===== config.mk =====
export PLATFORM = sky130hd
export DESIGN_NAME = d5m_sensor_emulator
export DESIGN_NICKNAME = d
export VERILOG_FILES = /design/src/rtl/d5m_pkg.sv /design/src/rtl/d5m_pattern_gen.sv /design/src/rtl/d5m_sensor_emulator.sv
export SDC_FILE = /design/constraint.sdc
export NUM_CORES = 1
export LEC_CHECK = 0
export CAP_MARGIN = 20
export CELL_PAD_IN_SITES_DETAIL_PLACEMENT = 1
export CELL_PAD_IN_SITES_GLOBAL_PLACEMENT = 1
export CORE_MARGIN = 5
export CORE_UTILIZATION = 45
export DETAILED_ROUTE_END_ITERATION = 10
export GPL_ROUTABILITY_DRIVEN = 0
export PLACE_DENSITY = 0.92
export RECOVER_POWER = 50
export SYNTH_ARGS = -nofsm -noshare
export SYNTH_HDL_FRONTEND = slang
export SYNTH_HIERARCHICAL = 1
export SYNTH_SLANG_ARGS = --single-unit

===== constraint.sdc =====
create_clock -name clk -period 3.08 [get_ports clk]
set_clock_uncertainty 0.15 [all_clocks]
set_input_delay 0.616 -clock clk [delete_from_list [all_inputs] [get_ports clk]]
set_output_delay 0.616 -clock clk [all_outputs]
set_load 0.02 [all_outputs]

===== src/rtl/d5m_pkg.sv =====
// Shared types and constants for the D5M sensor emulator and capture path.
package d5m_pkg;

   localparam int unsigned D5M_COLS  = 2592;
   localparam int unsigned D5M_LINES = 1944;

   typedef enum logic [2:0] {
      ST_IDLE   = 3'd0,
      ST_FOT    = 3'd1,
      ST_ACTIVE = 3'd2,
      ST_HBLANK = 3'd3,
      ST_VBLANK = 3'd4
   } state_e;

   typedef enum logic [1:0] {
      PAT_INC = 2'd0,
      PAT_COL = 2'd1,
      PAT_ROW = 2'd2,
      PAT_CHK = 2'd3
   } pattern_e;

   // Bits needed to count 0..n-1, never less than one.
   function automatic int unsigned cnt_width(input int unsigned n);
      return (n > 1) ? $clog2(n) : 1;
   endfunction

   function automatic int unsigned max3(input int unsigned a, input int unsigned b,
                                        input int unsigned c);
      int unsigned m;
      m = (a > b) ? a : b;
      return (m > c) ? m : c;
   endfunction

endpackage


===== src/rtl/d5m_pattern_gen.sv =====
// Combinational test-pattern pixel value from pattern code and frame position.
module d5m_pattern_gen
   import d5m_pkg::*;
#(
   parameter int unsigned COL_W = 12,
   parameter int unsigned ROW_W = 11,
   parameter int unsigned PIX_W = 23
) (
   input  logic [1:0]       pattern,
   input  logic [COL_W-1:0] col,
   input  logic [ROW_W-1:0] row,
   input  logic [PIX_W-1:0] pix,
   output logic [7:0]       pixel
);

   logic [7:0] col8;
   logic [7:0] row8;
   logic [7:0] pix8;

   // Truncate/extend positions to 8 bits, then select the pattern.
   always_comb begin
      col8  = 8'(col);
      row8  = 8'(row);
      pix8  = 8'(pix);
      pixel = 8'h00;
      unique case (pattern_e'(pattern))
         PAT_INC: pixel = pix8;
         PAT_COL: pixel = col8;
         PAT_ROW: pixel = row8;
         PAT_CHK: pixel = {8{col8[3] ^ row8[3]}};
         default: pixel = 8'h00;
      endcase
   end

endmodule


===== src/rtl/d5m_sensor_emulator.sv =====
// Synthetic D5M sensor: FVAL/LVAL/data framing with programmable geometry and patterns.
module d5m_sensor_emulator
   import d5m_pkg::*;
#(
   parameter int unsigned COLS       = D5M_COLS,
   parameter int unsigned LINES      = D5M_LINES,
   parameter int unsigned FOT_CYCLES = 8,
   parameter int unsigned H_BLANK    = 16,
   parameter int unsigned V_BLANK    = 64
) (
   input  logic        clk,
   input  logic        rst,
   input  logic        trigger,
   input  logic        continuous,
   input  logic [1:0]  pattern_sel,
   output logic        frame_valid,
   output logic        line_valid,
   output logic [7:0]  data_out,
   output logic [15:0] frame_count,
   output logic        busy
);

   localparam int unsigned COL_W = cnt_width(COLS);
   localparam int unsigned ROW_W = cnt_width(LINES);
   localparam int unsigned PIX_W = cnt_width(COLS * LINES);
   localparam int unsigned BLK_W = cnt_width(max3(FOT_CYCLES, H_BLANK, V_BLANK));

   state_e             state_q, state_d;
   logic [COL_W-1:0]   col_q, col_d;
   logic [ROW_W-1:0]   row_q, row_d;
   logic [PIX_W-1:0]   pix_q, pix_d;
   logic [BLK_W-1:0]   blk_q, blk_d;
   logic [1:0]         pat_q, pat_d;
   logic [15:0]        fcnt_q, fcnt_d;
   logic               fv_c, lv_c, busy_c;
   logic [7:0]         data_c, pixel_c;

   // Pixel value for the position that will be on the bus after this edge.
   d5m_pattern_gen #(
      .COL_W (COL_W),
      .ROW_W (ROW_W),
      .PIX_W (PIX_W)
   ) u_pattern_gen (
      .pattern (pat_d),
      .col     (col_d),
      .row     (row_d),
      .pix     (pix_d),
      .pixel   (pixel_c)
   );

   // Next-state, counters and next output values.
   always_comb begin
      state_d = state_q;
      col_d   = col_q;
      row_d   = row_q;
      pix_d   = pix_q;
      blk_d   = blk_q;
      pat_d   = pat_q;
      fcnt_d  = fcnt_q;
      unique case (state_q)
         ST_IDLE: begin
            if (trigger || continuous) begin
               state_d = ST_FOT;
               col_d   = '0;
               row_d   = '0;
               pix_d   = '0;
               blk_d   = '0;
               pat_d   = pattern_sel;
            end
         end
         ST_FOT: begin
            if (blk_q == BLK_W'(FOT_CYCLES - 1)) begin
               state_d = ST_ACTIVE;
               blk_d   = '0;
            end else begin
               blk_d = blk_q + BLK_W'(1);
            end
         end
         ST_ACTIVE: begin
            pix_d = pix_q + PIX_W'(1);
            if (col_q == COL_W'(COLS - 1)) begin
               col_d = '0;
               blk_d = '0;
               if (row_q == ROW_W'(LINES - 1)) begin
                  state_d = ST_VBLANK;
                  fcnt_d  = fcnt_q + 16'd1;
               end else begin
                  state_d = ST_HBLANK;
               end
            end else begin
               col_d = col_q + COL_W'(1);
            end
         end
         ST_HBLANK: begin
            if (blk_q == BLK_W'(H_BLANK - 1)) begin
               state_d = ST_ACTIVE;
               row_d   = row_q + ROW_W'(1);
               blk_d   = '0;
            end else begin
               blk_d = blk_q + BLK_W'(1);
            end
         end
         ST_VBLANK: begin
            if (blk_q == BLK_W'(V_BLANK - 1)) begin
               blk_d = '0;
               if (continuous) begin
                  state_d = ST_FOT;
                  col_d   = '0;
                  row_d   = '0;
                  pix_d   = '0;
                  pat_d   = pattern_sel;
               end else begin
                  state_d = ST_IDLE;
               end
            end else begin
               blk_d = blk_q + BLK_W'(1);
            end
         end
         default: state_d = ST_IDLE;
      endcase

      fv_c   = (state_d == ST_FOT) || (state_d == ST_ACTIVE) || (state_d == ST_HBLANK);
      lv_c   = (state_d == ST_ACTIVE);
      busy_c = (state_d != ST_IDLE);
      data_c = lv_c ? pixel_c : 8'h00;
   end

   // State, counters and output registers.
   always_ff @(posedge clk) begin
      if (rst) begin
         state_q     <= ST_IDLE;
         col_q       <= '0;
         row_q       <= '0;
         pix_q       <= '0;
         blk_q       <= '0;
         pat_q       <= '0;
         fcnt_q      <= '0;
         frame_valid <= 1'b0;
         line_valid  <= 1'b0;
         data_out    <= 8'h00;
         busy        <= 1'b0;
      end else begin
         state_q     <= state_d;
         col_q       <= col_d;
         row_q       <= row_d;
         pix_q       <= pix_d;
         blk_q       <= blk_d;
         pat_q       <= pat_d;
         fcnt_q      <= fcnt_d;
         frame_valid <= fv_c;
         line_valid  <= lv_c;
         data_out    <= data_c;
         busy        <= busy_c;
      end
   end

   assign frame_count = fcnt_q;

endmodule


==> metrics.md <==
| Metric | Value |
|---|---|
| Initial Util | ~46% |
| WHS | ~0.35 ns |
| Chip Width | 104 um |
| IO Pins | 33 |
| Core Region | about 8700 um2 |
| Nets@finish | between 500 and 600 |
| Worst EP required | between 3 and 4 ns |
| Hold path start | row_q[8]$_SDFF_PP0_ |
| Clk slew on worst S/H paths | 0.08 ns |
| # diodes | 0 |
| Critical path startpoint category | flip-flop |
| DP HPWL | roughly 9200 um |
| Hold Vio Cnt, Final | 0 |
| Total power draw | 1.85 mW |
| Class of the worst hold path | reg2reg |
| Global-route wire length before repair | between 20000 and 25000 um |
| Post-Syn Nets | 500 |
| H-tree depth | 3 |
| Nature of the critical path endpoint | flip-flop |
| Port buffer count | 32 |
| Post-route antenna net violation count | 0 |
| R2R depth | 5 |
| Root buffer cell | clkbuf_8 |
| Synth warn | 6 |
| Final period util | roughly 94% |
| Global route overflow | 0 |
| Number of DRC markers in iteration 0 | 240 |
| Die extent in y | approximately 100 um |
| CP arrival | approximately 3 ns |
| Setup crit end | frame_count[15]$_SDFFE_PP0P_ |
| Slowest cell on crit path | or4b_4 |
| Status | finished, final reports clean |
| Tmin final | 2.89 ns |
| Die area | 10800 um2 |
| R2r endpoint | frame_count[15]$_SDFFE_PP0P_ |
| Vias in the first global route | roughly 4300 |
| Critical path type | reg2reg |
| CTS tree | yes |
| Setup TNS | 0 ns |
| Max-slew violations | 0 |
| First-pass DRT Iterations | 6 |
| Area after DPL | approximately 4500 um2 |
| Drt wl/cell | approximately 20 um |
| Fmax | roughly 350 MHz |
| Final setup violation count | 0 |
| Post_cts resized | 0 |
| Worst-skew pair later-pin latency | roughly 0.36 ns |
| Initial antenna violation count | 0 |
| Vias/cell | 6.28 |
| GRT Resource Usage Total | 24.3% |
| RSZ-0062 raised after global routing | false |
| Worst-margin pin slew | about 0.7 ns |
| Floorplan row count | 34 |
| Critical path origin | col_q[7]$_SDFF_PP0_ |
| Largest net degree at the start of global routing | 24 |
| Post-CTS Setup Inserts | 0 |
| Crit path buf inv count | 0 |
| Clock buffer depth | 2 |
| Peak VDD IR | around 0.18 mV |
| Relative slew slack | between 50% and 60% |
| Routed WL | 12900 um |
| Critical Path Stages | 5 |
| Pre-CTS WS | ~0.015 ns |
| Area delta synth->final | 17.0% |
| Leakage | roughly 1.7 nW |
| Worst-path maximum fanout | 19 |
| Post-synthesis cell count | roughly 490 |
| Worst r2r src | col_q[7]$_SDFF_PP0_ |
| Mapped Area | 3990 um2 |
| DRC errors left | 0 |
| Layout cells sized above 1 | around a tenth |
| Power Dens Cells | ~400 nW/um2 |
| Clock tree sinks | 69 |
| Delay-heaviest family, CP | simple AND/OR/NAND/NOR gates |
| CP max stage delay | around 0.57 ns |
| Syn avg cell area | 8.15 um2 |
| Final worst slack | about 0.19 ns |
| Max-Cap Viols | 0 |
| R2R Setup Slk | 0.19 ns |
| Fin area | between 4000 and 5000 um2 |
| Via Count | ~4000 |
| CTS Buf Count | 9 |
| Worst path cell trace | or4b_4, nor3_1, nand3_4, nor4_1, mux2_1 |
| Hold_buf cts | 0 |
worst min-delay path: cells and delay by family (launching register included):
| kind | cells | cell delay, ns |
|---|---|---|
| DFF | 1 | 0.33 |
| AOI/OAI and AO/OA | 2 | 0.13 |
final cells by class:
class | count | area (um2)
clock buffer | 10 | 138
multi-input combinational | 372 | 2380
timing repair buffer | 57 | 505
tap | 108 | 135
fill | 1076 | 4020
sequential | 69 | 1380
inverter | 13 | 48.8
clock inverter | 6 | 71.3
power breakdown:
part           total (mW)  internal, mW  switching (mW)
registers           0.904         0.898         0.00549
clock network       0.795         0.402           0.394
logic               0.148        0.0559          0.0916
flip-flops by register name, indices dropped and copies added (netlist names):
name and count:
frame_valid 1, line_valid 1, col_q 12, pat_q 2
busy 1, state_q 3, frame_count 16, pix_q 8
blk_q 6, data_out 8, row_q 11
stage by stage:
| stage | util, % | cells |
|---|---|---|
| finish | 53.7 | 635 |
| global route | 53.7 | 635 |
| CTS | 54.1 | 635 |
| detailed placement | 51.7 | 619 |
| global placement | 51.7 | 619 |
| floorplan | - | 489 |
worst min-delay path by stage:
stage / endpoint / slack (ns) / cells past startpoint
after floorplan: row_q[10]$_SDFF_PP0_ / 0.31 / 2
after global placement: row_q[10]$_SDFF_PP0_ / 0.33 / 2
after detailed placement: row_q[8]$_SDFF_PP0_ / 0.34 / 2
after CTS: row_q[8]$_SDFF_PP0_ / 0.35 / 2
after global routing: row_q[8]$_SDFF_PP0_ / 0.36 / 2
final: row_q[8]$_SDFF_PP0_ / 0.35 / 2
cell usage in the layout, fill, tap and decap left out, types with 7 or more instances in the layout:
| cell | count |
|---|---|
| nor2_1 | 35 |
| or4_1 | 9 |
| mux2i_1 | 11 |
| nand2_1 | 41 |
| buf_4 | 20 |
| inv_1 | 13 |
| nand3_1 | 23 |
| nor4_1 | 7 |
| o211ai_1 | 12 |
| a31oi_1 | 12 |
| o21ai_0 | 19 |
| dlygate4sd3_1 | 27 |
| a21oi_1 | 31 |
| nor3_1 | 17 |
| nand4_1 | 15 |
| and2_1 | 33 |
| o31ai_1 | 10 |
| clkbuf_8 | 10 |
| dfxtp_1 | 69 |
layer usage:
| metal | global-route usage [%] | wire, um | up-vias |
|---|---|---|---|
| met2 | 41.3 | 6450 | 110 |
| met3 | 6.64 | 620 | 26 |
| met4 | 10.2 | 324 | 0 |
| li1 | - | - | 1875 |
| met1 | 28.6 | 5530 | 1974 |
| met5 | 0 | 0 | - |
Note: power is estimated with default switching activity, not from simulation.
